==> src/rtl/vga_text_render.sv <==
// ============================================================================
// vga_text_render: text-mode pixel generator with blinking underline cursor.
// Rev 1.0 - initial release.
// ============================================================================
`timescale 1ns/1ps
`default_nettype none

module vga_text_render #(
  parameter int COLS       = 80,
  parameter int ROWS       = 30,
  parameter int BLINK_LOG2 = 5
) (
  input  logic        clk,
  input  logic        rst,
  input  logic [9:0]  pos_x,
  input  logic [9:0]  pos_y,
  input  logic        blank_n,
  input  logic        h_sync,
  input  logic        v_sync,
  input  logic        cur_en,
  input  logic [6:0]  cur_x,
  input  logic [4:0]  cur_y,
  output logic [11:0] char_addr,
  input  logic [15:0] char_data,
  output logic [11:0] font_addr,
  input  logic [7:0]  font_data,
  output logic [3:0]  pix_idx,
  output logic        h_sync_o,
  output logic        v_sync_o,
  output logic        blank_n_o
);

  localparam int          C_BW    = BLINK_LOG2 + 1;
  localparam logic [11:0] C_COLS  = 12'(COLS);
  localparam logic [7:0]  C_COLS8 = 8'(COLS);
  localparam logic [5:0]  C_ROWS6 = 6'(ROWS);

  // Control bundle carried through every stage: {blank_n, h_sync, v_sync}
  logic [2:0]      ctl0_q, ctl1_q, ctl2_q, ctl3_q, ctl_o_q;
  logic [11:0]     char_addr_q, font_addr_q;
  logic [2:0]      xsub0_q, xsub1_q, xsub2_q, xsub3_q;
  logic [3:0]      ysub0_q, ysub1_q;
  logic            cur0_q, cur1_q, cur2_q, cur3_q;
  logic [3:0]      fg2_q, bg2_q, fg3_q, bg3_q;
  logic [3:0]      pix_q, pix_d;
  logic            vs_prev_q;
  logic [C_BW-1:0] blink_q, blink_d;

  logic [6:0]      w_col;
  logic [5:0]      w_row;
  logic [11:0]     w_addr;
  logic            w_blink_vis;
  logic            w_cur_hit;
  logic            w_bit;

  assign w_col       = pos_x[9:3];
  assign w_row       = pos_y[9:4];
  assign w_addr      = {6'd0, w_row} * C_COLS + {5'd0, w_col};
  assign w_blink_vis = ~blink_q[C_BW-1];

  // Out-of-range cursor coordinates simply never match a cell
  assign w_cur_hit = cur_en & w_blink_vis
                   & ({1'b0, cur_x} < C_COLS8) & ({1'b0, cur_y} < C_ROWS6)
                   & (w_col == cur_x) & (w_row == {1'b0, cur_y})
                   & (pos_y[3:0] >= 4'd14);

  always_comb begin
    blink_d = blink_q;
    if (vs_prev_q & ~v_sync) begin
      blink_d = blink_q + C_BW'(1);
    end
  end

  always_comb begin
    w_bit = font_data[~xsub3_q] | cur3_q;
    pix_d = 4'd0;
    if (ctl3_q[2]) begin
      pix_d = w_bit ? fg3_q : bg3_q;
    end
  end

  always_ff @(posedge clk) begin
    if (rst) begin
      ctl0_q      <= '0;
      ctl1_q      <= '0;
      ctl2_q      <= '0;
      ctl3_q      <= '0;
      ctl_o_q     <= '0;
      char_addr_q <= '0;
      font_addr_q <= '0;
      xsub0_q     <= '0;
      xsub1_q     <= '0;
      xsub2_q     <= '0;
      xsub3_q     <= '0;
      ysub0_q     <= '0;
      ysub1_q     <= '0;
      cur0_q      <= 1'b0;
      cur1_q      <= 1'b0;
      cur2_q      <= 1'b0;
      cur3_q      <= 1'b0;
      fg2_q       <= '0;
      bg2_q       <= '0;
      fg3_q       <= '0;
      bg3_q       <= '0;
      pix_q       <= '0;
      vs_prev_q   <= 1'b0;
      blink_q     <= '0;
    end else begin
      vs_prev_q   <= v_sync;
      blink_q     <= blink_d;
      // Stage 0: address generation and cell-local coordinates
      char_addr_q <= blank_n ? w_addr : 12'd0;
      xsub0_q     <= pos_x[2:0];
      ysub0_q     <= pos_y[3:0];
      cur0_q      <= w_cur_hit;
      ctl0_q      <= {blank_n, h_sync, v_sync};
      // Stage 1: character RAM access in flight
      xsub1_q     <= xsub0_q;
      ysub1_q     <= ysub0_q;
      cur1_q      <= cur0_q;
      ctl1_q      <= ctl0_q;
      // Stage 2: glyph address and colours from the character word
      font_addr_q <= {char_data[7:0], ysub1_q};
      fg2_q       <= char_data[11:8];
      bg2_q       <= char_data[15:12];
      xsub2_q     <= xsub1_q;
      cur2_q      <= cur1_q;
      ctl2_q      <= ctl1_q;
      // Stage 3: font ROM access in flight
      fg3_q       <= fg2_q;
      bg3_q       <= bg2_q;
      xsub3_q     <= xsub2_q;
      cur3_q      <= cur2_q;
      ctl3_q      <= ctl2_q;
      // Stage 4: pixel output
      pix_q       <= pix_d;
      ctl_o_q     <= ctl3_q;
    end
  end

  assign char_addr = char_addr_q;
  assign font_addr = font_addr_q;
  assign pix_idx   = pix_q;
  assign blank_n_o = ctl_o_q[2];
  assign h_sync_o  = ctl_o_q[1];
  assign v_sync_o  = ctl_o_q[0];

endmodule

`default_nettype wire

==> config.mk <==
export PLATFORM = sky130hd
export DESIGN_NAME = vga_text_render
export DESIGN_NICKNAME = d
export VERILOG_FILES = /design/src/rtl/vga_text_render.sv
export SDC_FILE = /design/constraint.sdc
export NUM_CORES = 1
export LEC_CHECK = 0
export ABC_AREA = 1
export CELL_PAD_IN_SITES_DETAIL_PLACEMENT = 0
export CELL_PAD_IN_SITES_GLOBAL_PLACEMENT = 1
export CORE_UTILIZATION = 37
export DETAILED_ROUTE_END_ITERATION = 8
export GPL_TIMING_DRIVEN = 0
export PLACE_DENSITY_LB_ADDON = 0.1
export SYNTH_ARGS = -nofsm -noshare
export SYNTH_HDL_FRONTEND = slang
export SYNTH_SLANG_ARGS = --single-unit
==> constraint.sdc <==
create_clock -name clk -period 3.15 [get_ports clk]
set_clock_uncertainty 0.05 [all_clocks]
set_input_delay 0.4725 -clock clk [delete_from_list [all_inputs] [get_ports clk]]
set_output_delay 0.4725 -clock clk [all_outputs]
set_load 0.01 [all_outputs]
==> impl_metrics.tcl, run 1 <==
set metrics [dict create \
    cts_sink_count 89 \
    antenna_found_initial 0 \
    avg_cell_area_syn_um2 8.08 \
    main_combinational_cell_family_by_area_after_synthesis "simple AND/OR/NAND/NOR gates" \
    routed_wl_per_cell_um 9.33 \
    final_tns_setup_ps 0 \
    switchingPower_w 0.000550 \
    busiest_layer "met2" \
    grt_pass1_wl_um 9960 \
    met2_usage_pct 24.2 \
    path_class "in2reg" \
    power_report.internal_total_w 0.00169 \
    drv.max_cap_violation_count 0 \
    hp-start "ysub0_q[3]" \
    clock_tree.buffer_depth 2 \
    synthSimpleGateAreaFrac_pct 22.2 \
    swShare_pct 24.5 \
    clock_power_share_pct 34.3 \
    ys_types 32 \
    synth-seq-cells 89 \
    cts_buffer_count 9 \
    cp_common_cell "ha_1" \
    finalMaxSlewViolations 0 \
    final.setup.worst_slack_ps 737 \
    cts-htree-levels 3 \
    place.gp.congestion 0.762 \
    drive_gt1_share_pct 6.43 \
    layout-area-overhead-vs-synth_pct 37.9 \
    fmax_mhz 414 \
    yosysWarnings 0 \
    cells_traversed_along_the_worst_timing_path "clkdlybuf4s50_1, ha_1, ha_1, fa_1, xor2_2, nand2_2, nor2_4, nand3_1, nand2_1, nor2_1" \
    synth-seq-area-share_pct 54.3 \
    syn-cell-area_um2 3280 \
    synth_adder_area_share_pct 5.80 \
    final_net_count 585 \
    n_antenna_cell 0 \
    initial_core_util_pct 39.1 \
    critPathLaunch "pos_y[5]" \
    core_um2 8380 \
    post_cts.repair.setup_buffers 0 \
    dr.pass1.iters 4 \
    hold_viol_final 0 \
    synth_xor_area_share_pct 1.83 \
    cts-resized-gates 0 \
    wirelength_um 5770 \
    unrepaired_setup_endpoints_after_global_routing "no" \
    seq_power_share_pct 52.6 \
    chipWidth_um 96.2 \
    dp_hpwl_um 4320 \
    post_drt_via_cell_ratio 4.08 \
    critPathCaptureType "flip-flop" \
    globalRouteTotalUtil_pct 14.1 \
    globalRoute.totalOverflow 0 \
    io_pins 93 \
    p_comb_share_pct 13.1 \
    worst_setup_hold_path_clk_slew_ps 90 \
    post_synth_main_area_contributors "dfxtp_1, inv_1, nor2_1" \
    crit_path_max_incr_delay_ps 590 \
    power.density_cell_area_nw_per_um2 495 \
    vdd.ir_drop.worst_mv 0.211 \
    final_routed_drc_violation_total 0 \
    pre_cts_slack_ps 346 \
    synthCells 406 \
    synth.area.mux_share_pct 0 \
    cts_hold_buf 0 \
    worst-endpoint-required_ps 3350 \
    synth_compound_gate_area_share_pct 3.62 \
    global_route.usage.met1_pct 15.3 \
    outcome "finished, final reports clean" \
    layout_min_cycle_time_ps 2410 \
    cts_root_buffer_type "clkbuf_8" \
    netlist.top_cell.by_area "dfxtp_1" \
    timing.final.setup_violations 0 \
    antenna_left 0 \
    die_height_um 96.2 \
    timing.final.crit_share_pct 76.6 \
    fp-row-count 33 \
    timing.critical_path.arrival_ps 2610 \
    die_area_um2 9250 \
    relSlewSlack_pct 71.0 \
    first_iter_violations 44 \
    grt_pass1_vias 2408 \
    yosysTopAreaCellShare_pct 54.3 \
    numPortBuffers 92 \
    synth_nets 482 \
    crit_slowest_cell "clkdlybuf4s50_1" \
    hp-class "reg2reg" \
    global_route.usage.met3_pct 6.32 \
    crit_path_start_kind "primary input" \
    crit_fanout 4 \
    power_leakage_nw 2.05 \
    slew_worst_pin_ps 434 \
    clock_latency_ps 340 \
    layout.cells.most_common_list "inv_1, nor2_1, clkdlybuf4s50_1" \
    tritoncts_clock_tree "yes" \
    startpoint_of_the_lowest_slack_register_to_register_path "ctl0_q[0]" \
    total_via_count_after_detailed_routing 2522 \
    grt_max_degree 16 \
]
-- cell families after synthesis --
logic type / after synthesis
AO/OA/AOI/OAI: 20
XOR/XNOR: 6
adder cells (fa/ha/maj): 14
buffers and inverters: 105
flip-flops: 89
AND/OR/NAND/NOR: 172
-- cells in the mapped netlist --
master    count
nor3b_1       1
clkbuf_1      1
inv_2         1
o21ai_0       6
nand2_2       3
xor2_2        1
a21oi_1       7
nand3b_1      1
nor2_1       97
nand3_4       1
or2_2         1
buf_2         6
nor2_4        2
nand3_1      14
o21ai_1       1
nor3_1        6
nor3_2        1
a21oi_2       1
fa_1          2
nand2_1      43
o221ai_1      1
nor4_1        1
a21o_2        1
o31a_1        1
xnor2_1       2
o211ai_1      1
inv_1        97
nand4_1       1
ha_1         12
dfxtp_1      89
xor2_1        3
o22ai_1       1
-- layout make-up --
class / instances / area, um2
Sequential cell: 89 / 1780
Buffer: 7 / 33.8
Tap cell: 105 / 131
Fill cell: 823 / 3860
Clock buffer: 9 / 124
Multi-Input combinational cell: 212 / 1100
Clock inverter: 6 / 67.6
Timing Repair Buffer: 92 / 921
Inverter: 98 / 368
-- critical path, delay by kind of cell --
family	cells	cell delay [ps]
AND/OR/NAND/NOR	5	370
XOR/XNOR	1	240
adder cells (fa/ha/maj)	3	930
buffers and inverters	1	590
-- layer usage --
metal,vias to the layer above,part of all wire (%)
met5,-,0
met4,0,0.73
met3,4,9.3
met2,71,45
met1,1056,45
li1,1391,-
-- power by group through the flow --
stage,combinational [W],clock (W),sequential (W)
2_1_floorplan,0.000140,0,0.00121
3_3_place_gp,0.000295,0,0.00120
3_5_place_dp,0.000296,0,0.00121
4_1_cts,0.000299,0.000801,0.00118
5_1_grt,0.000333,0.000848,0.00118
6_report,0.000293,0.000769,0.00118
-- per-stage QoR --
stage               util (%)  area (um2)  total power (W)  cells  hold slack, ps
floorplan                  -        3280          0.00135    406             338
global placement        51.7        4330          0.00150    603             339
detailed placement      51.7        4330          0.00150    603             342
CTS                     54.0        4520          0.00228    618             345
global route            54.0        4520          0.00237    618             360
finish                  54.0        4520          0.00224    618             348
-- path summary, 6_finish.rpt --
path,endpoint,slack [ps],cells after the start
hold reg to reg,ysub1_q[3],350,2
hold / removal,ysub1_q[3],350,2
setup reg to reg,blink_q[5],1920,7
setup / recovery,char_addr[11],740,10
-- sequential cells by signal, indices dropped and copies added, names as in the netlist, 3 cells and up --
signal,flops
ctl2_q,3
bg2_q,4
blink_q,6
char_addr,12
pix_idx,4
font_addr,12
fg3_q,4
xsub0_q,3
xsub1_q,3
ctl3_q,3
bg3_q,4
ctl0_q,3
ctl1_q,3
fg2_q,4
xsub3_q,3
ysub1_q,4
ctl_o_q,3
xsub2_q,3
ysub0_q,4
(Power assumes the default switching activity.)
==> inputs of run 2 (changes only) <==
--- a/config.mk
+++ b/config.mk
@@ -8,7 +8,7 @@
 export ABC_AREA = 1
 export CELL_PAD_IN_SITES_DETAIL_PLACEMENT = 0
 export CELL_PAD_IN_SITES_GLOBAL_PLACEMENT = 1
-export CORE_UTILIZATION = 37
+export CORE_UTILIZATION = 31
 export DETAILED_ROUTE_END_ITERATION = 8
 export GPL_TIMING_DRIVEN = 0
 export PLACE_DENSITY_LB_ADDON = 0.1
==> constraint.sdc (replaced) <==
create_clock -name clk -period 1.95 [get_ports clk]
set_clock_uncertainty 0.05 [all_clocks]
set_input_delay 0.2925 -clock clk [delete_from_list [all_inputs] [get_ports clk]]
set_output_delay 0.2925 -clock clk [all_outputs]
set_load 0.01 [all_outputs]
==> impl_metrics.tcl, run 2 (synthesized netlist as in run 1, its figures left out) <==
set metrics [dict create \
    cts_sink_count 89 \
    relSlewSlack_pct 71.7 \
    worst-r2r-setup-slack_ps 760 \
    first_iter_violations 42 \
    final_tns_setup_ps 0 \
    layout.filler_cells 1051 \
    antenna_left 0 \
    dp_hpwl_um 4650 \
    fmax_mhz 534 \
    total_via_count_after_detailed_routing 2592 \
    power_leakage_nw 2.08 \
    die_height_um 105 \
    core_um2 10300 \
    post_drt_via_cell_ratio 3.98 \
    worst_setup_hold_path_clk_slew_ps 90 \
    crit_path_start_kind "primary input" \
    initial_core_util_pct 31.9 \
    clock_tree.buffer_depth 2 \
    unrepaired_setup_endpoints_after_global_routing "yes" \
    layout-area-overhead-vs-synth_pct 40.2 \
    io_pins 93 \
    grt_pass1_vias 2444 \
    grt_pass1_wl_um 10600 \
    tritoncts_clock_tree "yes" \
    outcome "finished, final reports clean" \
    drv.max_cap_violation_count 0 \
    fp-row-count 37 \
    detailed_place.area_um2 4370 \
    timing.hold.worst_endpoint "cur0_q" \
    cts_root_buffer_type "clkbuf_8" \
    critPathCaptureType "flip-flop" \
    hold_viol_final 0 \
    hp-class "in2reg" \
    chipWidth_um 105 \
    cts-htree-levels 3 \
    clock_latency_ps 360 \
    layout.cells.most_common_list "inv_1, nor2_1, dfxtp_1" \
    timing.final.crit_share_pct 95.9 \
    holdPathStages 5 \
    die_area_um2 11000 \
    hp-start "pos_y[7]" \
    design_area_um2 4600 \
    timing.final.setup_violations 0 \
    finalMaxSlewViolations 0 \
    worst-endpoint-required_ps 2160 \
    dr.pass1.iters 4 \
    wirelength_um 6170 \
    slew_worst_pin_ps 425 \
    path_class "in2reg" \
    startpoint_of_the_lowest_slack_register_to_register_path "ctl0_q[0]" \
    critical_path.reg2reg.endpoint "blink_q[5]" \
    globalRouteTotalUtil_pct 12.3 \
    place.gp.congestion 0.749 \
    antenna_found_initial 0 \
    drive_gt1_share_pct 7.95 \
    multi_input_comb_area_um2 1110 \
    worst_r2r_path_depth 7 \
    timing.critical_path.arrival_ps 2080 \
    grt_max_degree 17 \
    crit_fanout 4 \
    routed_wl_per_cell_um 9.46 \
    sequential_cell_area_um2 1780 \
    power.density_cell_area_nw_per_um2 812 \
    numPortBuffers 92 \
    vdd.ir_drop.worst_mv 0.389 \
    globalRoute.totalOverflow 0 \
    cts_buffer_count 9 \
    finalCoreUtilization_pct 44.8 \
    n_antenna_cell 0 \
    final_net_count 587 \
    final_routed_drc_violation_total 0 \
    layout_min_cycle_time_ps 1870 \
]
==> run 2: cell count changes in the layout (fill, tap and decap cells not counted) <==
cell             delta
clkinvlp_4          -2
buf_2               +1
ha_2                +2
inv_8               +1
buf_4               +2
clkbuf_2            +1
ha_4                +1
o21ai_0             -1
clkinv_4            +1
o21ai_1             +1
clkbuf_8            +1
ha_1                -3
clkdlybuf4s50_1     -5
dlygate4sd2_1       +3
==> run 2: layer usage <==
layer | global-route usage (%) | up-vias | part of all wire, %
met5 | 0 | - | 0
met4 | 5.13 | 0 | 1.4
met3 | 5.30 | 8 | 7.6
met2 | 19.7 | 67 | 45
met1 | 14.4 | 1123 | 46
li1 | - | 1394 | -
==> run 2: cell type report <==
class                      count  area share, %
multi-input combinational    212           24.2
buffer                         7          0.734
clock buffer                  10           2.99
inverter                      98           8.00
timing repair buffer          94           20.0
clock inverter                 6           1.58
tap                          136           3.70
sequential                    89           38.7
==> run 2: worst max path at each step <==
stage,startpoint,end,slack (ps)
floorplan,pos_y[5],char_addr[11],50
global placement,pos_y[5],char_addr[11],-700
detailed placement,pos_y[5],char_addr[11],-710
CTS,pos_y[7],char_addr[11],40
global route,pos_y[6],char_addr[11],-40
finish,pos_y[6],char_addr[11],80
==> run 2: through the flow <==
| stage | worst slack, ps | cells | hold slack, ps | power (W) |
|---|---|---|---|---|
| 2_1_floorplan | 50.2 | 406 | 325 | 0.00219 |
| 3_3_place_gp | -701 | 634 | 340 | 0.00242 |
| 3_5_place_dp | -712 | 634 | 342 | 0.00243 |
| 4_1_cts | 41.2 | 651 | 342 | 0.00380 |
| 5_1_grt | -38.5 | 652 | 309 | 0.00395 |
| 6_report | 79.1 | 652 | 296 | 0.00373 |
==> run 2: where the power goes <==
part / leakage [nW] / internal (W) / switching (W)
sequential: 0.730 / 0.00189 / 0.0000175
combinational: 1.24 / 0.000262 / 0.000227
clock: 0.109 / 0.000646 / 0.000695
==> run 2: what timing repair did <==
action | CTS | global route
buffers inserted | 1 | 1
gates resized for setup | 8 | 7
endpoints found under the setup margin | 5 | 2
hold buffers | 0 | 0
pin swaps | 0 | 2
==> run 2: worst max-delay path, stage by stage <==
cell,delay [ps]
dlygate4sd2_1,300
ha_1,210
ha_2,190
fa_1,570
nand2_1,60
inv_1,80
nand2_2,70
nor2_4,140
nand3_1,80
nand2_1,60
nor2_1,40
==> inputs of run 3 (changes only) <==
--- a/config.mk
+++ b/config.mk
@@ -12,6 +12,7 @@
 export DETAILED_ROUTE_END_ITERATION = 8
 export GPL_TIMING_DRIVEN = 0
 export PLACE_DENSITY_LB_ADDON = 0.1
+export SKIP_LAST_GASP = 1
 export SYNTH_ARGS = -nofsm -noshare
 export SYNTH_HDL_FRONTEND = slang
 export SYNTH_SLANG_ARGS = --single-unit
==> results of run 3 <==
The final DEF is identical to that of run 2; final timing and power are the same.
